## src/rtl/fifo_rr_arbiter_pkg.sv

```systemverilog
// Shared types and constants for the FIFO round-robin arbiter.
// Optional statistics counters are enabled with ARB_STATS_EN.
package fifo_arb_pkg;

  localparam int NUM_PORTS = 4;
  localparam int DATA_W    = 10;
  localparam int DEST_MSB  = 9;
  localparam int CNT_W     = 8;

  typedef enum logic [1:0] {
    RESET = 2'd0,
    IDLE  = 2'd1,
    ROUTE = 2'd2,
    PAUSE = 2'd3
  } arb_state_e;

  // Decode a word's destination field into an output one-hot.
  function automatic logic [NUM_PORTS-1:0] dest_onehot(
    input logic [DATA_W-1:0] word
  );
    logic [1:0] d;
    d = word[DEST_MSB -: 2];
    return 4'b0001 << d;
  endfunction

endpackage

```

## src/rtl/fifo_rr_arbiter_if.sv

```systemverilog
// Handshake bundle between the arbiter and the FIFO banks.
// master is the arbiter side, slave is the FIFO bank side.
interface fifo_rr_arbiter_if;
  import fifo_arb_pkg::*;

  logic [NUM_PORTS-1:0]        in_empty;
  logic [NUM_PORTS*DATA_W-1:0] in_data;
  logic [NUM_PORTS-1:0]        in_pop;
  logic [NUM_PORTS-1:0]        out_alm_full;
  logic [NUM_PORTS-1:0]        out_push;
  logic [DATA_W-1:0]           out_data;

  modport master (
    input  in_empty,
    input  in_data,
    input  out_alm_full,
    output in_pop,
    output out_push,
    output out_data
  );

  modport slave (
    output in_empty,
    output in_data,
    output out_alm_full,
    input  in_pop,
    input  out_push,
    input  out_data
  );

endinterface

```

## src/rtl/fifo_rr_arbiter_rr_pick4.sv

```systemverilog
// 4-way rotating-priority picker: first requester at or above ptr.
// Purely combinational; any flags that some request is present.
module rr_pick4 (
  input  logic [3:0] req,
  input  logic [1:0] ptr,
  output logic [3:0] gnt,
  output logic       any
);

  logic [1:0] idx;

  // Walk from farthest to nearest offset so the nearest wins.
  always_comb begin
    gnt = '0;
    idx = '0;
    any = |req;
    for (int k = 3; k >= 0; k--) begin
      idx = ptr + 2'(k);
      if (req[idx]) gnt = 4'b0001 << idx;
    end
  end

endmodule

```

## src/rtl/fifo_rr_arbiter.sv

```systemverilog
// Round-robin mover from 4 input FIFOs to 4 output FIFOs.
// Define ARB_STATS_EN to add per-output push counters (cnt_out).
module fifo_rr_arbiter
  import fifo_arb_pkg::*;
(
  input  logic                    clk,
  input  logic                    rst,
  fifo_rr_arbiter_if.master       bus,
  output logic [1:0]              state,
  output logic                    idle
`ifdef ARB_STATS_EN
  ,
  output logic [NUM_PORTS*CNT_W-1:0] cnt_out
`endif
);

  arb_state_e state_q;
  arb_state_e state_d;

  logic [1:0]           rr_ptr;
  logic [1:0]           sel_q;
  logic                 valid_q;
  logic [NUM_PORTS-1:0] gnt;
  logic                 pick_any;
  logic                 any_full;
  logic                 any_req;
  logic                 grant_en;
  logic [1:0]           gidx;
  logic [DATA_W-1:0]    word;

  assign any_full = |bus.out_alm_full;
  assign any_req  = |(~bus.in_empty);

  rr_pick4 u_pick (
    .req (~bus.in_empty),
    .ptr (rr_ptr),
    .gnt (gnt),
    .any (pick_any)
  );

  // Next-state decode for the routing FSM.
  always_comb begin
    state_d = state_q;
    unique case (state_q)
      RESET: state_d = IDLE;
      IDLE: begin
        if (any_full)     state_d = PAUSE;
        else if (any_req) state_d = ROUTE;
      end
      ROUTE: begin
        if (any_full)      state_d = PAUSE;
        else if (!any_req) state_d = IDLE;
      end
      PAUSE: begin
        if (!any_full) state_d = any_req ? ROUTE : IDLE;
      end
      default: state_d = RESET;
    endcase
  end

  assign grant_en = !rst && (state_q == ROUTE)
                  && !any_full && pick_any;

  // Encode the one-hot grant into an input index.
  always_comb begin
    gidx = 2'd0;
    unique case (1'b1)
      gnt[0]:  gidx = 2'd0;
      gnt[1]:  gidx = 2'd1;
      gnt[2]:  gidx = 2'd2;
      gnt[3]:  gidx = 2'd3;
      default: gidx = 2'd0;
    endcase
  end

  assign bus.in_pop = grant_en ? gnt : '0;

  // State, pointer and one-word pop-to-push pipeline.
  always_ff @(posedge clk) begin
    if (rst) begin
      state_q <= RESET;
      rr_ptr  <= '0;
      sel_q   <= '0;
      valid_q <= 1'b0;
    end else begin
      state_q <= state_d;
      valid_q <= grant_en;
      if (grant_en) begin
        rr_ptr <= gidx + 2'd1;
        sel_q  <= gidx;
      end
    end
  end

  assign word = bus.in_data[sel_q*DATA_W +: DATA_W];

  assign bus.out_data = rst ? '0 : word;
  assign bus.out_push = (valid_q && !rst)
                      ? dest_onehot(word) : '0;

  assign state = state_q;
  assign idle  = !rst && (state_q == IDLE) && !valid_q;

`ifdef ARB_STATS_EN
  logic [CNT_W-1:0] cnt_q [NUM_PORTS];

  // Per-output push counters, wrapping naturally.
  always_ff @(posedge clk) begin
    for (int k = 0; k < NUM_PORTS; k++) begin
      if (rst)                  cnt_q[k] <= '0;
      else if (bus.out_push[k]) cnt_q[k] <= cnt_q[k] + 1'b1;
    end
  end

  // Flatten counters onto the output bus.
  always_comb begin
    cnt_out = '0;
    for (int k = 0; k < NUM_PORTS; k++)
      cnt_out[k*CNT_W +: CNT_W] = cnt_q[k];
  end
`endif

endmodule

```

## src/flat_wrapper.sv

```systemverilog
// flat-port wrapper written by rule: the top's interface ports become plain ports
module fifo_rr_arbiter_flat import fifo_arb_pkg::*;
  (clk, rst, state, idle, bus_in_empty, bus_in_data, bus_out_alm_full, bus_in_pop, bus_out_push, bus_out_data);
  fifo_rr_arbiter_if bus_i ();
  input  logic clk;
  input  logic rst;
  output logic [1:0] state;
  output logic idle;
  input wire logic [$bits(bus_i.in_empty)-1:0] bus_in_empty;
  input wire logic [$bits(bus_i.in_data)-1:0] bus_in_data;
  input wire logic [$bits(bus_i.out_alm_full)-1:0] bus_out_alm_full;
  output wire logic [$bits(bus_i.in_pop)-1:0] bus_in_pop;
  output wire logic [$bits(bus_i.out_push)-1:0] bus_out_push;
  output wire logic [$bits(bus_i.out_data)-1:0] bus_out_data;
  assign bus_i.in_empty = bus_in_empty;
  assign bus_i.in_data = bus_in_data;
  assign bus_i.out_alm_full = bus_out_alm_full;
  assign bus_in_pop = bus_i.in_pop;
  assign bus_out_push = bus_i.out_push;
  assign bus_out_data = bus_i.out_data;
  fifo_rr_arbiter u_core (.clk(clk), .rst(rst), .bus(bus_i), .state(state), .idle(idle));
endmodule
```

## config.mk

```make
export PLATFORM = sky130hd
export DESIGN_NAME = fifo_rr_arbiter_flat
export DESIGN_NICKNAME = d
export VERILOG_FILES = /design/src/rtl/fifo_rr_arbiter_pkg.sv /design/src/rtl/fifo_rr_arbiter_if.sv /design/src/rtl/fifo_rr_arbiter_rr_pick4.sv /design/src/rtl/fifo_rr_arbiter.sv /design/src/flat_wrapper.sv
export SDC_FILE = /design/constraint.sdc
export NUM_CORES = 1
export LEC_CHECK = 0
export BUFFER_PORTS_ARGS = -buffer_cell sky130_fd_sc_hd__clkbuf_2
export CORE_MARGIN = 2
export CORE_UTILIZATION = 43
export CTS_BUF_LIST = sky130_fd_sc_hd__clkbuf_16
export CTS_CLUSTER_SIZE = 14
export DETAILED_ROUTE_END_ITERATION = 10
export PLACE_DENSITY = 0.89
export SYNTH_ARGS = -nofsm -noshare
export SYNTH_HDL_FRONTEND = slang
export SYNTH_HIERARCHICAL = 1
export SYNTH_SLANG_ARGS = --single-unit
export TNS_END_PERCENT = 50
```

## constraint.sdc

```tcl
create_clock -name clk -period 2.72 [get_ports clk]
set_input_delay 0.544 -clock clk [delete_from_list [all_inputs] [get_ports clk]]
set_output_delay 0.544 -clock clk [all_outputs]
set_load 0.05 [all_outputs]
```

==> summary by stage, run 1 <==
Status
The flow ran to the end, and the final reports show no timing, DRC or antenna violations.

Floorplan
The starting density of the core is 0.451. The die width is 54.7 um. The total area inside the core boundary comes to 0.00245 mm2. Pin placement for this block handled 71 I/O pins. Row generation in the floorplan step produced 18 rows. In this run the vertical extent of the chip is 54.7 um. The floorplan step defined a die boundary enclosing 0.00300 mm2.

Timing
Of the available clock period, the critical path in the final layout requires 0.998. The relative slew slack is 0.600. The worst slack on hold paths is 0.569 ns. The actual slew at the worst max-slew pin is 0.591 ns. The total count of hold-check failures in the final report is 0. The setup TNS is 0 ns. Static timing analysis puts the maximum clock frequency at 368 MHz.

The final count of pins violating max slew is 0. The final number of setup-violating endpoints is 0. The clock period could shrink to 2.72 ns. The largest clock skew in the final design is 0.00114 ns.

GRT
The wire length of the first global-routing pass is 4500 um. The number of global-route vias before repair is 1,082. The number of antenna violations at the first check in global routing is 0.

Entering global routing, the biggest net connects 21 pins. In the global route stage, overall resource usage came out at 0.210. The remaining global-route overflow is 0.

Finish
The share of final-layout standard cells stronger than drive strength 1 is 0.576. At the end of the flow, the number of nets in the layout was 262. The number of non-filler instances in the completed layout is 233. The final antenna diode count is 0. The sequential standard cell area is 141 um2. Once layout is complete, the utilization of the core stands at 0.712.

After filler insertion, the fill cell instance count of the layout stands at 174. The area of combinational cells with multiple inputs is 945 um2. The area growth from synthesis to final layout is 57.7%.

CTS
The maximum buffer depth of the clock tree is 2. The root buffer cell is clkbuf_16. The clock transition time at the flip-flop clock pins of the worst setup and hold paths is 0.04 ns. The level count of the clock H-tree is 1. The clock latency of the later-clocked register in the worst-skew pair is 0.23 ns. The clock drives 7 sinks. TritonCTS built the clock tree. TritonCTS created 3 clock buffers.

Logic synthesis
The count of different cell masters after synthesis is 35. Counting every instance in the synthesized netlist gives 121. After synthesis, the cell types taking the most area are mux4_2 (26%), dfxtp_1 (13%), ha_1 (9.0%). A synthesized cell averages 9.15 um2. The post-synthesis cell type with the largest combined area is mux4_2. The area fraction of the dominant cell type after synthesis is 0.264.

The number of warnings issued by yosys is 6. Of the synthesized area, sequential elements account for 0.127. Synthesis produced a netlist with a net count of 179. The post-synthesis cell area is 0.00111 mm2.

The number of flip-flops and latches in the synthesized netlist is 7.

Worst setup path
Tracing the worst setup path back leads to its startpoint at u_core/rr_ptr[0]. The type of the setup path with the least slack is reg2out. The sort of element at the start of the critical path is a register. STA classifies the critical path endpoint as an output port. STA puts the critical path data arrival time at 2.17 ns. Along the worst path, the maximum fanout reaches 10. The worst flop-to-flop path startpoint is u_core/rr_ptr[0]. STA puts the critical path data required time at 2.18 ns.

Worst hold path
The type of the tightest min-delay check is reg2reg. The worst hold path begins at u_core/state[0].

Detailed routing
For this block, the initial DRC count from the detailed router was 31. The detailed router placed 1,289 vias in this run. The pre-antenna-repair detailed-routing pass consisted of 4 iterations. The average routed wire per standard cell is 14.2 um.

The final routed DRC violation total is 0. The final layout contains routed wiring with a total length of 3310 um. The number of antenna-violating nets in the routed design is 0. Using the TritonRoute via totals, the vias-per-cell ratio works out to 5.53.

Place
After legalization and detailed placement, the total HPWL measured 2440 um. Counting tap cells, the placed design contains a total of 223 instances. Port buffering added 70 buffers. The weighted congestion at the end of routability-driven global placement is 0.879.

Power and ir drop
The total power density per cell area is 300 mW/mm2. In this run the static leakage power is 0.791 nW. The worst-case IR drop observed on VDD is 306 uV.

Total power for the finished layout comes to 0.000524 W.

Run
The max capacitance violation total is 0.
==> cells in the mapped netlist (all sizes together) <==
| master | n |
|---|---|
| a31oi | 4 |
| o22ai | 5 |
| nor2 | 9 |
| xnor2 | 1 |
| or4bb | 1 |
| nor4 | 2 |
| inv | 8 |
| mux2 | 1 |
| nor4b | 1 |
| nand2b | 3 |
| nor4bb | 1 |
| or3b | 1 |
| nor3b | 1 |
| o21ai | 2 |
| nand4 | 1 |
| o31ai | 1 |
| nor2b | 11 |
| buf | 5 |
| nor3 | 2 |
| or2 | 1 |
| or4 | 4 |
| and3 | 4 |
| ha | 8 |
| mux2i | 7 |
| nand3b | 1 |
| nand2 | 9 |
| dfxtp | 7 |
| a211oi | 1 |
| mux4 | 13 |
| a21oi | 4 |
| clkbuf | 2 |
==> final timing paths <==
check / to / cells after the start / slack (ns)
max: bus_in_pop[2] / 7 / 0.005
max reg2reg: u_core/sel_q[0] / 8 / 0.16
min reg2reg: u_core/state[1] / 2 / 0.57
min: u_core/state[1] / 2 / 0.57
==> power breakdown <==
part | leakage (nW) | switching (W) | internal, W
combinational | 0.692 | 0.0000925 | 0.0000741
clock | 0.0423 | 0.0000567 | 0.000191
sequential | 0.0576 | 0.00000344 | 0.000106
total | 0.791 | 0.000153 | 0.000371
==> placed cells by master (no fill, tap or decap), types with 3 or more instances in the layout <==
cell type,instances
or4_1,4
clkbuf_16,3
nand2_1,9
nor2_1,8
ha_1,7
buf_4,15
mux4_2,13
o22ai_1,5
nor2b_1,10
mux2i_1,7
buf_12,3
inv_1,8
dfxtp_1,6
a21oi_1,4
clkbuf_2,66
==> layer usage <==
metal | vias to the layer above | share of wire | track usage
met1 | 592 | 0.34 | 0.201
met2 | 64 | 0.52 | 0.419
met4 | 0 | 0.035 | 0.121
met5 | - | 0 | 0
met3 | 11 | 0.11 | 0.0246
li1 | 622 | - | -
==> cell families (layout without fill, tap and decap cells) <==
kind of cell    Yosys count  count (layout)  share of synthesized area
compound gates           17              17                     0.0915
fa+ha+maj                 8               8                     0.0904
flops                     7               7                      0.127
mux                      21              21                      0.338
simple gates             52              52                      0.279
xor+xnor                  1               1                    0.00791
buf+inv                  15              97                     0.0667
==> stage by stage <==
step	setup slack (ns)	instance area, um2
floorplan	-0.0297	1110
global placement	0.0173	1570
detailed placement	-0.0336	1570
CTS	0.00403	1690
global route	-0.0597	1750
finish	0.00460	1750
==> state kept, by name, indices dropped and copies added, names as in the netlist <==
| name | flops |
|---|---|
| u_core/valid_q | 1 |
| u_core/rr_ptr | 2 |
| u_core/sel_q | 2 |
| u_core/state | 2 |
==> timing repair <==
action / CTS / global route
resized for setup: 8 / 4
setup endpoints to repair: 4 / 4
buffers inserted: 0 / 6
hold buffers: 0 / 0
cloned: 0 / 0
==> worst max-delay path: stages (launching register included) <==
cell and delay, ns:
dfxtp_1 0.36, buf_6 0.17, mux4_2 0.58, inv_1 0.13, o22ai_1 0.08, a31oi_1 0.23, and3_2 0.26, buf_12 0.14
==> area by class of cell <==
| class | count | area share |
|---|---|---|
| Timing Repair Buffer | 85 | 0.294 |
| Sequential cell | 7 | 0.0809 |
| Clock inverter | 1 | 0.00215 |
| Inverter | 8 | 0.0172 |
| Clock buffer | 3 | 0.0430 |
| Multi-Input combinational cell | 99 | 0.541 |
| Tap cell | 30 | 0.0215 |
No activity file was read; power rests on OpenSTA's default activity.
==> run 2: changes to the inputs <==
==> constraint.sdc (replaced) <==
create_clock -name clk -period 2.8 [get_ports clk]
set_input_delay 0.56 -clock clk [delete_from_list [all_inputs] [get_ports clk]]
set_output_delay 0.56 -clock clk [all_outputs]
set_load 0.05 [all_outputs]
==> run 2 against run 1 <==
  * Register-to-register slack better by 0.13 ns
  * Critical endpoint is now bus_in_pop[1]
  * Utilization is 2.3 points lower
  * Flip-flop and latch count stayed put
  * Cell area is 3.3% lower
  * Clock skew hardly changed
==> summary by stage, run 2 (same netlist as run 1, synthesis figures left out) <==
Worst setup path
The required time at the worst-slack endpoint is 2.24 ns. Counting both buffers and inverters, the worst setup path holds a total of 2. The slowest cell on the critical path is mux4_2. The sort of element at the start of the critical path is a register. In this run the critical register-to-register path is launched from u_core/rr_ptr[0]. The critical-path maximum fanout is 4.

By startpoint and endpoint, the worst setup path is classified as reg2out. The top cell family by delay on the critical path is multiplexers. In this design, the stage delay of the slowest critical-path cell is 0.37 ns.

Walking the worst path, the cells encountered are inv_1 > ha_4 > mux4_2 > nand2b_4 > o22ai_1 > a31oi_2 > and3_4 > buf_12. STA classifies the critical path endpoint as an output port. At the worst endpoint, the arrival time is 2.20 ns. The worst setup path startpoint is u_core/rr_ptr[0].

Timing
At the pin with the least slew margin, the transition time is 0.587 ns. The maximum clock frequency is 362 MHz. The final count of pins violating max slew came to 0. On the final layout, the worst clock skew is 0.00119 ns. The time the final worst path needs with I/O delays and setup is 2.76 ns. The worst pin sits at a relative slew slack of 0.603.

The final number of setup-violating endpoints is 0. The total count of hold-check failures in the final report was 0. The final critical-path share of the clock period is 0.987. The worst path meets setup with 0.0359 ns of slack. Setup repair after global routing could not meet its margin everywhere.

Floorplan
71 I/O pins were placed. After floorplanning, the core was sized to cover 0.00245 mm2. The height of the die is 54.7 um.

The row count is 18. For this configuration, the core starts out at a cell density of 0.451. The die covers 0.00300 mm2. The die width is 54.7 um.

Detailed routing
The final routed DRC violation total is 0. The total detailed-routing wirelength is 3110 um. The detail-routed via count per cell is 5.55. After detailed routing, the average wire length per cell comes to 13.8 um.

The pre-antenna-repair detailed-routing pass consisted of 4 iterations. The number of antenna-violating nets in the routed design is 0. The via count of the routed design is 1,255. After the first detailed-routing iteration, the DRC count stood at 23.

Finish
The final antenna diode count is 0. The library cells used most frequently in the layout, excluding fill and tap cells, are clkbuf_2 (66), mux4_2 (13), nor2b_1 (10). The area growth from synthesis to layout is 52.5%. In the final layout, the share of cells above drive strength 1 is 0.546.

The share of the core filled with cells in the final layout is 0.688. The number of inserted filler cells in the final layout is 178. The leading cell type in the layout, fill and taps excluded is clkbuf_2.

After the last flow step, the layout net total stands at 255.

CTS
The post-cts hold buffer count is 0. The number of buffers created by CTS is 3. CTS built an H-tree with a depth of 1.

The sink count of the clock tree is 7. The clock tree from TritonCTS is built. The tree is rooted in a clkbuf_16. At the later pin of the worst-skew pair, clock insertion delay measures 0.23 ns. The clock transition time at the flip-flop clock pins of the worst setup and hold paths is 0.03 ns. The clock passes through at most 2 buffers.

Status
The run finished with clean final reports.

Power and ir drop
The reported leakage power is 0.755 nW. The total power density per cell area is 295 mW/mm2. The post-layout total power is 0.000498 W. IR analysis of the VDD net gives a maximum drop of 271 uV.

GRT
The maximum number of pins on one net before global-route repair is 21. The number of global-route vias before repair was 1,084. The first global-routing pass estimated 4280 um of wire. The global-route usage over all layers is 0.197.

The number of antenna violations at the first check in global routing came to 0. The remaining global-route overflow is 0.

Place
The weighted congestion at the end of routability-driven global placement is 0.884. The number of input and output port buffers inserted is 70. At the placement stage, the worst setup path has a slack of 0.0520 ns. The HPWL reported at the end of detailed placement is 2470 um.

Run
Across the run, the number of max-cap violations was 0.

Worst hold path
The type of the tightest min-delay check is reg2reg. In this run the most critical hold path is launched from u_core/state[0].
## run 2: cell types whose count changed in the layout (fill, tap and decap cells not counted)
cell and change:
and3_1 +1, and3_2 -1, buf_2 +1, buf_4 -8, dfxtp_1 +1, dfxtp_2 -1, inv_1 +1, inv_2 -1
## run 2: repair_timing
action | 4_1_cts | 5_1_grt
setup buffers | 1 | 0
endpoints found under the setup margin | 2 | 4
resized for setup | 0 | 9
endpoints found under the hold margin | 0 | 0
pin swaps | 1 | 0
## run 2: layout make-up
| type | count | area [um2] | share of cell area |
|---|---|---|---|
| Multi-Input combinational cell | 99 | 943 | 0.559 |
| Sequential cell | 7 | 140 | 0.0830 |
| Tap cell | 30 | 37.5 | 0.0222 |
| Clock inverter | 1 | 3.75 | 0.00222 |
| Clock buffer | 3 | 75.1 | 0.0444 |
| Timing Repair Buffer | 78 | 459 | 0.272 |
| Inverter | 8 | 30.0 | 0.0178 |
## run 2: metal layers
| metal | global-route usage | wire, um | vias to the layer above |
|---|---|---|---|
| met5 | 0 | 0 | - |
| met2 | 0.395 | 1690 | 48 |
| met3 | 0.0410 | 300 | 0 |
| met1 | 0.194 | 1120 | 604 |
| li1 | - | - | 603 |
| met4 | 0.0667 | 0 | 0 |
## run 2: tightest hold or removal path: stages, from the launching register on
cell,delay (ns)
dfxtp_1,0.34
nor2_1,0.10
nor3_1,0.05
## run 2: where the power goes
| group | switching [W] | internal (W) | leakage [nW] |
|---|---|---|---|
| registers | 0.00000312 | 0.000103 | 0.0571 |
| clock network | 0.0000485 | 0.000185 | 0.0423 |
| logic | 0.0000886 | 0.0000697 | 0.656 |
## run 2: path summary, 6_finish.rpt
| check | end | cells past startpoint | slack (ns) |
|---|---|---|---|
| hold reg to reg | u_core/state[1] | 2 | 0.55 |
| hold / removal | u_core/state[1] | 2 | 0.55 |
| setup reg to reg | u_core/sel_q[0] | 8 | 0.29 |
| setup / recovery | bus_in_pop[1] | 8 | 0.04 |
## run 2: per-stage QoR
| stage | std cells | TNS (ns) | instance area, um2 | hold slack [ns] |
|---|---|---|---|---|
| final | 226 | 0 | 1690 | 0.547 |
| after global routing | 226 | -0.0410 | 1690 | 0.600 |
| after CTS | 226 | -0.0216 | 1640 | 0.530 |
| after detailed placement | 221 | 0 | 1560 | 0.524 |
| after global placement | 221 | 0 | 1560 | 0.522 |
| after floorplan | 121 | 0 | 1110 | 0.526 |
